**src/rtl/store_lane_packer_pkg.sv**
```systemverilog
// Shared store-path definitions: access-size encodings and packer FSM state codes.
// The load extender imports the same size encodings so both sides agree on them.
package store_lane_packer_pkg;

    localparam logic [1:0] SIZE_BYTE    = 2'b00;
    localparam logic [1:0] SIZE_HALF    = 2'b01;
    localparam logic [1:0] SIZE_WORD    = 2'b10;
    localparam logic [1:0] SIZE_ILLEGAL = 2'b11;

    typedef enum logic [1:0] {
        ST_IDLE  = 2'd0,
        ST_WRITE = 2'd1,
        ST_RESP  = 2'd2,
        ST_ERR   = 2'd3
    } state_t;

    // Big-endian lanes are the little-endian lanes with the lane index reversed.
    function automatic logic [3:0] mirror_be(input logic [3:0] be);
        return {be[0], be[1], be[2], be[3]};
    endfunction

endpackage

```
**src/rtl/store_lane_packer_lane_steer.sv**
```systemverilog
// Combinational lane steering: replicates the store data across lanes, builds byte
// enables from size and low address bits, and flags misaligned or illegal requests.
module store_lane_packer_lane_steer
    import store_lane_packer_pkg::*;
#(
    parameter bit BIG_ENDIAN = 1'b0
) (
    input  logic [1:0]  size,
    input  logic [1:0]  addr_lo,
    input  logic [31:0] data,
    output logic [31:0] wdata,
    output logic [3:0]  be,
    output logic        misaligned
);

    logic [3:0] be_le;

    always_comb begin
        wdata      = 32'h0;
        be_le      = 4'b0000;
        misaligned = 1'b0;
        case (size)
            SIZE_BYTE: begin
                wdata = {4{data[7:0]}};
                be_le = 4'b0001 << addr_lo;
            end
            SIZE_HALF: begin
                wdata      = {2{data[15:0]}};
                be_le      = addr_lo[1] ? 4'b1100 : 4'b0011;
                misaligned = addr_lo[0];
            end
            SIZE_WORD: begin
                wdata      = data;
                be_le      = 4'b1111;
                misaligned = (addr_lo != 2'b00);
            end
            default: misaligned = 1'b1;
        endcase
        be = BIG_ENDIAN ? mirror_be(be_le) : be_le;
    end

endmodule

```
**src/rtl/store_lane_packer.sv**
```systemverilog
// Store lane packer: accepts one store at a time, steers it onto data-memory byte
// lanes and runs the write strobe until ack, rejecting misaligned requests and bounding the wait.
module store_lane_packer
    import store_lane_packer_pkg::*;
#(
    parameter int ADDR_W     = 32,
    parameter int TIMEOUT    = 16,
    parameter bit BIG_ENDIAN = 1'b0
) (
    input  logic              clk,
    input  logic              rst,
    input  logic              req_valid,
    output logic              req_ready,
    input  logic [ADDR_W-1:0] req_addr,
    input  logic [31:0]       req_wdata,
    input  logic [1:0]        req_size,
    output logic              mem_we,
    output logic [ADDR_W-1:0] mem_addr,
    output logic [31:0]       mem_wdata,
    output logic [3:0]        mem_be,
    input  logic              mem_ack,
    output logic              done,
    output logic              misalign,
    output logic              timeout,
    output logic [1:0]        fsm_state
);

    localparam int CNT_W = $clog2(TIMEOUT + 1);
    localparam logic [CNT_W-1:0] CNT_LAST = CNT_W'(TIMEOUT - 1);

    // Handshake: a request transfers on a rising edge where req_valid && req_ready;
    // req_ready is high only in IDLE, and the requester holds the request until then.
    state_t           state;
    logic [CNT_W-1:0] wait_cnt;
    logic [31:0]      steer_wdata;
    logic [3:0]       steer_be;
    logic             steer_misaligned;

    store_lane_packer_lane_steer #(
        .BIG_ENDIAN(BIG_ENDIAN)
    ) lane_steer (
        .size      (req_size),
        .addr_lo   (req_addr[1:0]),
        .data      (req_wdata),
        .wdata     (steer_wdata),
        .be        (steer_be),
        .misaligned(steer_misaligned)
    );

    assign fsm_state = state;

    always_ff @(posedge clk) begin
        if (rst) begin
            state     <= ST_IDLE;
            wait_cnt  <= '0;
            req_ready <= 1'b1;
            mem_we    <= 1'b0;
            mem_addr  <= '0;
            mem_wdata <= 32'h0;
            mem_be    <= 4'b0000;
            done      <= 1'b0;
            misalign  <= 1'b0;
            timeout   <= 1'b0;
        end else begin
            case (state)
                ST_IDLE: begin
                    if (req_valid) begin
                        req_ready <= 1'b0;
                        if (steer_misaligned) begin
                            misalign <= 1'b1;
                            state    <= ST_ERR;
                        end else begin
                            mem_we    <= 1'b1;
                            mem_addr  <= {req_addr[ADDR_W-1:2], 2'b00};
                            mem_wdata <= steer_wdata;
                            mem_be    <= steer_be;
                            wait_cnt  <= '0;
                            state     <= ST_WRITE;
                        end
                    end
                end
                ST_WRITE: begin
                    // Ack takes priority over the final timeout cycle.
                    if (mem_ack) begin
                        mem_we <= 1'b0;
                        done   <= 1'b1;
                        state  <= ST_RESP;
                    end else if (wait_cnt == CNT_LAST) begin
                        // The timeout pulse also occupies RESP so no new pulse can abut it.
                        mem_we  <= 1'b0;
                        timeout <= 1'b1;
                        state   <= ST_RESP;
                    end else begin
                        wait_cnt <= wait_cnt + CNT_W'(1);
                    end
                end
                ST_RESP, ST_ERR: begin
                    done      <= 1'b0;
                    misalign  <= 1'b0;
                    timeout   <= 1'b0;
                    wait_cnt  <= '0;
                    req_ready <= 1'b1;
                    state     <= ST_IDLE;
                end
                default: state <= ST_IDLE;
            endcase
        end
    end

endmodule

```
**config.mk**
```make
export PLATFORM = sky130hd
export DESIGN_NAME = store_lane_packer
export DESIGN_NICKNAME = d
export VERILOG_FILES = /design/src/rtl/store_lane_packer_pkg.sv /design/src/rtl/store_lane_packer_lane_steer.sv /design/src/rtl/store_lane_packer.sv
export SDC_FILE = /design/constraint.sdc
export NUM_CORES = 1
export LEC_CHECK = 0
export CAP_MARGIN = 30
export CORE_ASPECT_RATIO = 1.1
export CORE_MARGIN = 2
export CORE_UTILIZATION = 41
export CTS_CLUSTER_SIZE = 10
export DETAILED_ROUTE_END_ITERATION = 8
export GPL_TIMING_DRIVEN = 0
export MAX_ROUTING_LAYER = met4
export PLACE_DENSITY = 0.89
export REMOVE_ABC_BUFFERS = 1
export SLEW_MARGIN = 5
export SYNTH_ARGS = -nofsm -noshare
export SYNTH_HDL_FRONTEND = slang
export SYNTH_SLANG_ARGS = --single-unit
```
**constraint.sdc**
```tcl
create_clock -name clk -period 2.65 [get_ports clk]
set_clock_uncertainty 0.1 [all_clocks]
set_input_delay 0.6625 -clock clk [delete_from_list [all_inputs] [get_ports clk]]
set_output_delay 0.6625 -clock clk [all_outputs]
set_load 0.01 [all_outputs]
```
# Word level (Yosys, flattened, before mapping)
# Index checks and enable logic that the tools add are counted.
# classes
muxes	29
n_addsub	1
eq_ne	14
reduce_logical	15
n_bitwise	1
shifts	1
# op_table
operator	count
one-hot mux 32 bit (3 select lines)	1
two-way mux 5 bit	4
one-hot mux 5 bit (3 select lines)	1
inequality test 2 bit, second input constant	6
one-hot mux 4 bit (3 select lines)	1
two-way mux 1 bit	10
one-hot mux 1 bit (2 select lines)	5
AND reduction 3 bit	3
two-way mux 2 bit	4
AND reduction 4 bit	2
nonzero test 2 bit	4
equality test 2 bit, second input constant	3
one-hot mux 2 bit (3 select lines)	1
AND reduction 2 bit	3
adder 5 x 1 -> 5 bit, second input constant	1
equality test 5 x 4 -> 1 bit, second input constant	1
equality test 2 x 1 -> 1 bit, second input constant	2
zero test 2 bit	2
two-way mux 4 bit	1
<< shifter 1 x 2 -> 4 bit, first input constant	1
inequality test 3 bit, second input constant	1
one-hot mux 1 bit (3 select lines)	1
inequality test 2 x 1 -> 1 bit, second input constant	1
OR reduction 2 bit	1
inverter 1 bit	1
# word_totals
in_bits	70
regBits	78

# Longest topological paths before layout
# depth
ltp_word	5
ltp_mapped	7
ltp_nobuf	7

# By module
# From an unflattened synthesis, not the netlist that was laid out.
# hier_totals
cells_unflattened	440
area_unflattened_um2	3378.2
# modules_own_cells
mod	seq_area_each_um2	area_per_inst_um2	instances	cells_each
store_lane_packer	1561.5	2867.8	1	352
store_lane_packer_lane_steer	0.0	510.5	1	88

# Least setup slack after synthesis
# OpenSTA, ideal clock, no wires.
# synth_timing
kind	in2reg
from	in req_size[0]
to	reg mem_addr[15]
stages	7
path_buffers	3
required_time_ps	2418
arrival_time_ps	1741
path_slack_ps	677
cell_sequence	buf_2 -> nor3_1 -> o21bai_1 -> buf_2 -> buf_2 -> nand2_1 -> a21oi_1
# synth_via
elab_chain_cells	4
elab_cells_between_ends	6
classes_between	eq/ne (2); mux (1); bitwise (1); reduce/logical (2)
# synth_lines
item	line_no	text
start: declaration	store_lane_packer.sv:16	input logic [1:0] req_size,
equality test 2 bit, or another cell as far along	store_lane_packer_lane_steer.sv:22	case (size)
one-hot mux 1 bit (3 select lines) *	store_lane_packer_lane_steer.sv:22	
inverter 1 bit (no source line) *	--	
AND reduction 3 bit (no source line) *	--	
end signal: assignment	store_lane_packer.sv:74	mem_addr <= {req_addr[ADDR_W-1:2], 2'b00};
end: declaration	store_lane_packer.sv:18	output logic [ADDR_W-1:0] mem_addr,
# Every way passes the cells marked *; elsewhere a longest branch is shown, timed or not.
# A chain may end at the register's enable or synchronous reset.

# Final worst setup path
# layout_timing
from	in req_size[1]
to	reg mem_wdata[13]
# layout_via
elab_chain_cells	4
elab_cells_between_ends	7
classes_between	eq/ne (2); mux (2); bitwise (1); reduce/logical (2)
# layout_lines
item	line_no	text
equality test 2 bit, or another cell as far along	store_lane_packer_lane_steer.sv:22	
one-hot mux 1 bit (3 select lines)	store_lane_packer_lane_steer.sv:22	
inverter 1 bit (no source line)	--	
AND reduction 3 bit (no source line)	--	
end signal: assignment	store_lane_packer.sv:75	mem_wdata <= steer_wdata;
end: declaration	store_lane_packer.sv:19	output logic [31:0] mem_wdata,
# Parallel ways exist; a longest one is shown, timed or not.

==> impl_metrics.json <==
{
  "status": "complete, no violations",
  "ys_ff_latch": 78,
  "synth_top_cell_by_area": "dfxtp_1",
  "hpwl_um": 6020,
  "synthesis.area_um2": 3152,
  "clkLatencyLatePin_ns": 0.33,
  "clk_pin_slew_worst_paths_ns": 0.08,
  "synth_cells": 385,
  "ff2ff_setup_slack_ns": 0.26,
  "ioPinCount": 145,
  "irDropWorstVdd_mv": 0.2838,
  "worst_ep_required_time_ns": 2.80,
  "power.density_nw_per_um2": 573.3,
  "synth_area_leaders": "dfxtp_1 50%, nand2_1 10%, a21oi_1 7.9%",
  "reg2reg_depth": 7,
  "critical_path_class": "primary input to flip-flop",
  "io_buffers": 142,
  "grt_pass1_vias": 3022,
  "slew_viol_final": 0,
  "min_path_cells": 2,
  "htree_levels": 3,
  "hold_path.class": "flip-flop to flip-flop",
  "clkSinkCount": 78,
  "yosys.area.top_type_share_pct": 49.54,
  "area_growth_pct": 54.59,
  "total_power_mw": 2.793,
  "crit_arrival_ns": 2.56,
  "avgSynthCellArea_um2": 8.186,
  "fin_util_pct": 65.19,
  "worst_pin_slew_ns": 0.7760,
  "track_usage_pct": 22.51,
  "antenna_found_initial": 0,
  "die_y_um": 95.96,
  "route.detailed.wl_per_inst_um": 15.02,
  "ant_nets": 0,
  "crit_path_max_fanout": 18,
  "rsz0062_at_grt": "no",
  "coreArea_um2": 7473,
  "nFillCells": 596,
  "final_nets": 586,
  "first_iter_violations": 109,
  "vias": 3210,
  "clockRootBuffer": "clkbuf_8",
  "fin_crit_sh_pct": 90.80,
  "final_cell_mix": "139 x clkdlybuf4s50_1, 84 x nand2_1, 78 x dfxtp_1",
  "firstDrtPassIters": 4,
  "r2r_start": "wait_cnt[0]",
  "grt.overflow.total": 0,
  "startpoint": "req_size[1]",
  "synth_seq_area_share_pct": 49.54,
  "setup_viol": 0,
  "drive_above_1_share_pct": 5.780,
  "ys_warn_count": 0,
  "p_leak_nw": 1.749,
  "post_cts_buffers": 0,
  "hold_start": "mem_wdata[0]",
  "place.gp.congestion": 0.7648,
  "route.detailed.drc": 0,
  "rows": 33,
  "grt_max_degree": 41,
  "critPathLaunchType": "primary input",
  "drv_cap": 0,
  "die-area_um2": 8405,
  "vias_per_cell": 5.144,
  "grt_pass1_wl_um": 14460,
  "cts_made_buffers": 9,
  "min_period_ns": 2.406,
  "totalWireLength_um": 9372,
  "post_cts_resized": 7,
  "clock_path_buffers": 2,
  "fmax_mhz": 415.6,
  "diodes": 0,
  "cts_tree": "done",
  "reg2reg_to": "wait_cnt[2]",
  "maxSlewHeadroom_pct": 48.27,
  "endpoint_kind": "flip-flop",
  "mostFrequentLayoutCell": "clkdlybuf4s50_1",
  "die_x_um": 87.60,
  "finalHoldViolations": 0,
  "postCtsHoldBufs": 0,
  "endpoint": "mem_wdata[13]",
  "start_util_pct": 42.17,
  "synth_cell_types": 34
}
-- critical path, stage by stage --
cell           delay (ns)
dlygate4sd2_1        0.70
inv_2                0.28
nor2_2               0.42
buf_8                0.23
a211oi_1             0.09
nor3_1               0.16
-- worst min-delay path by stage --
stage / end
2_1_floorplan: wait_cnt[3]
3_3_place_gp: mem_addr[15]
3_5_place_dp: mem_addr[29]
4_1_cts: mem_wdata[0]
5_1_grt: mem_addr[5]
6_report: mem_wdata[0]
-- Yosys cell counts --
cell type	instances
a2111oi_0	1
a211oi_1	18
a21o_1	1
a21oi_1	50
a221oi_1	8
a311oi_1	1
a31oi_1	1
a41oi_1	1
and3_1	1
buf_2	9
buf_4	2
buf_6	5
buf_8	2
clkbuf_1	13
conb_1	1
dfxtp_1	78
ha_1	2
inv_1	4
inv_2	1
mux2i_1	8
nand2_1	84
nand2b_1	3
nand3_1	3
nor2_1	45
nor2b_1	2
nor3_1	25
nor3b_1	1
nor4b_1	1
o211ai_1	1
o21ai_0	8
o21ba_4	1
o21bai_1	2
or2_2	1
or3b_1	1
-- flip-flops by register name, indices dropped and copies added, names as in the netlist --
register,count
mem_addr,30
timeout,1
req_ready,1
mem_we,1
done,1
mem_be,4
misalign,1
wait_cnt,5
fsm_state,2
mem_wdata,32
-- per-stage QoR --
stage | setup WS [ns] | area [µm²] | TNS, ns | hold WS [ns] | std cells
after global routing | 0.1003 | 4872 | 0 | 0.3730 | 624
after CTS | 0.01757 | 4845 | 0 | 0.3586 | 623
after detailed placement | -0.9439 | 4577 | -59.55 | 0.3475 | 605
final | 0.2439 | 4872 | 0 | 0.3569 | 624
after floorplan | -0.9021 | 2960 | -57.51 | 0.3426 | 355
after global placement | -3.484 | 4513 | -239.14 | 0.3422 | 602
-- routing by layer --
metal	GRT usage (%)	vias to the layer above	wire length (µm)
met4	7.821	0	114
li1	-	1572	-
met5	-	-	0
met1	27.17	1505	4030
met2	37.37	125	4642
met3	4.631	8	584
-- logic make-up (layout without fill, tap and decap cells) --
logic type / count (synthesis) / in the layout / synth area share, %
other cells: 1 / 2 / 0.1190
mux: 8 / 8 / 2.541
flops: 78 / 78 / 49.54
compound gates: 93 / 95 / 18.22
simple gates: 167 / 167 / 21.99
fa+ha+maj: 2 / 2 / 0.7938
buf+inv: 36 / 167 / 6.788
-- where the power goes --
group	internal (mW)	switching, mW
clock network	0.534	0.438
registers	1.24	0.0378
logic	0.289	0.253
total	2.06	0.729
-- final cells by class --
type	count	area (µm²)	area share, %
inverters	5	18.77	0.3852
clock inverters	7	96.34	1.977
repair buffers	146	1496	30.71
flip-flops and latches	78	1562	32.05
multi-input cells	274	1444	29.64
clock buffers	9	123.9	2.542
well taps	105	131.4	2.696
Note: power is estimated with default switching activity, not from simulation.
==> patch, RTL diff (same flow settings) <==
Change the parameter `ADDR_W` from 32 to 64.
--- a/src/rtl/store_lane_packer.sv
+++ b/src/rtl/store_lane_packer.sv
@@ -4,5 +4,5 @@
     import store_lane_packer_pkg::*;
 #(
-    parameter int ADDR_W     = 32,
+    parameter int ADDR_W     = 64,
     parameter int TIMEOUT    = 16,
     parameter bit BIG_ENDIAN = 1'b0
Interface: changed (resized mem_addr and req_addr); port bits go from 145 to 209. No check against the original RTL was run, so the function may have changed too.
==> patch against the original RTL <==
Register-to-register slack lost 0.05 ns; sequential power up 41%; sequential share of layout area increased by 0.94 points; sequential cell count increased by 32; worst setup slack got worse by 0.058 ns; total power grew 40%; synthesized area grew 35%; die area up 33%; global-route usage rose by 0.38 points; final area is 37% higher; wire length grew 38%.
==> patch: results (changes against the original RTL) <==
WL/cell=15.5 µm (+2.9%); clock root buffer=clkbuf_16; fraction of layout cells with a size suffix above 1=0.0463 (-0.0115); Hold Path Origin=mem_wdata[6]$_SDFFE_PP0P_; top post-synthesis cells by count=nand2_1 (148), dfxtp_1 (110), a21oi_1 (81); outcome=finished clean; Max FO, Critical Path=60 (+42); biggest regs=mem_addr: 62 flops, mem_wdata: 32 flops, wait_cnt: 5 flops; DR pass1 iterations=5 (+1); final net count=811 (+38%); synth top area cells=dfxtp_1 (52%), nand2_1 (13%), a21oi_1 (9.5%); internal power=2.88 mW (+40%); 1st-iter DRT viols=153 (+40%); GR Layer Usage met2=0.384 (+0.00993); GP Congestion=0.806 (+5.4%); Seq/Total Area, Yosys=0.518 (+0.0225); met1 GRT Util=0.267 (-0.00476); Top delay family on crit path=buffers and inverters; Post-DP HPWL=8910 µm (+48%); via count=4320 (+35%); met3 usage=0.0454 (-0.000915); Slew HR=0.521 (+0.0382); critical path arrival=2.63 ns (+0.07 ns); port bufs=206 (+45%); Critical Path Source=req_valid; slowest CP cell=clkdlybuf4s50_1; Worst VDD drop=388 µV (+37%); first-pass GRT wire length=20200 µm (+40%); library cells used by synthesis=35 (+2.9%); CP max stage delay=0.46 ns (-0.24 ns)
-- patch: changes by cell type in the layout (fill, tap and decap cells not counted), moves of 9 or more --
cell             before  now
clkdlybuf4s50_1     139  203
a21oi_1              49   80
dfxtp_1              78  110
nand2_1              84  148
clkbuf_16             0    9
clkbuf_8              9    0
-- patch: cell families after synthesis --
| logic type | share of synthesized area |
|---|---|
| other | 0.000882 |
| multiplexers | 0.0188 |
| buffers and inverters | 0.0633 |
| AO/OA/AOI/OAI | 0.174 |
| flip-flops | 0.518 |
| adder cells (fa/ha/maj) | 0.00588 |
| AND/OR/NAND/NOR | 0.220 |
-- patch: power groups by stage --
stage	clock network (mW)	registers (mW)	logic, mW
2_1_floorplan	0	1.88	0.208
3_3_place_gp	0	1.83	0.676
3_5_place_dp	0	1.84	0.706
4_1_cts	1.40	1.80	0.720
5_1_grt	1.46	1.81	0.778
6_report	1.38	1.80	0.719
-- patch: what timing repair did --
action / 4_1_cts / 5_1_grt
cloned: 1 / 0
endpoints found under the setup margin: 101 / 8
gates resized for setup: 7 / 2
buffers inserted: 0 / 0
-- patch: area by class of cell --
class | count | area [µm²] | share of cell area
inverter | 5 | 20.0 | 0.00300
timing repair buffer | 212 | 2160 | 0.324
clock inverter | 7 | 80.1 | 0.0120
clock buffer | 9 | 225 | 0.0337
sequential | 110 | 2200 | 0.330
tap | 123 | 154 | 0.0231
multi-input combinational | 369 | 1830 | 0.274
-- patch: worst register-to-register path: stages (launching register included) --
cell     delay, ns
dfxtp_1       0.35
ha_1          0.24
and3_1        0.19
ha_1          0.22
nor3b_1       0.62
nor2_1        0.22
o21ai_0       0.28
a21oi_1       0.10
-- patch: path summary, 6_finish.rpt --
check | endpoint | cells past startpoint | slack [ns]
max | mem_be[1]$_SDFFE_PP0P_ | 6 | 0.19
min | mem_wdata[6]$_SDFFE_PP0P_ | 2 | 0.36
max reg2reg | wait_cnt[2]$_SDFFE_PP0P_ | 7 | 0.21
min reg2reg | mem_wdata[6]$_SDFFE_PP0P_ | 2 | 0.36
-- patch: per-stage QoR --
step	setup TNS, ns	setup slack [ns]	std cells	cell area (µm²)	hold slack (ns)
final	0	0.186	835	6680	0.357
after global routing	0	0.0502	835	6680	0.375
after CTS	0	0.0449	834	6660	0.360
after detailed placement	-79.88	-0.996	817	6330	0.349
after global placement	-497.60	-5.03	812	6220	0.339
after floorplan	-191.74	-2.09	483	4010	0.343
-- patch: routing by layer --
layer | vias up | routed length, µm | part of all wire
li1 | 2123 | - | -
met1 | 1979 | 5300 | 0.41
met2 | 196 | 6290 | 0.49
met3 | 22 | 1040 | 0.080
met4 | 0 | 269 | 0.021
met5 | - | 0 | 0
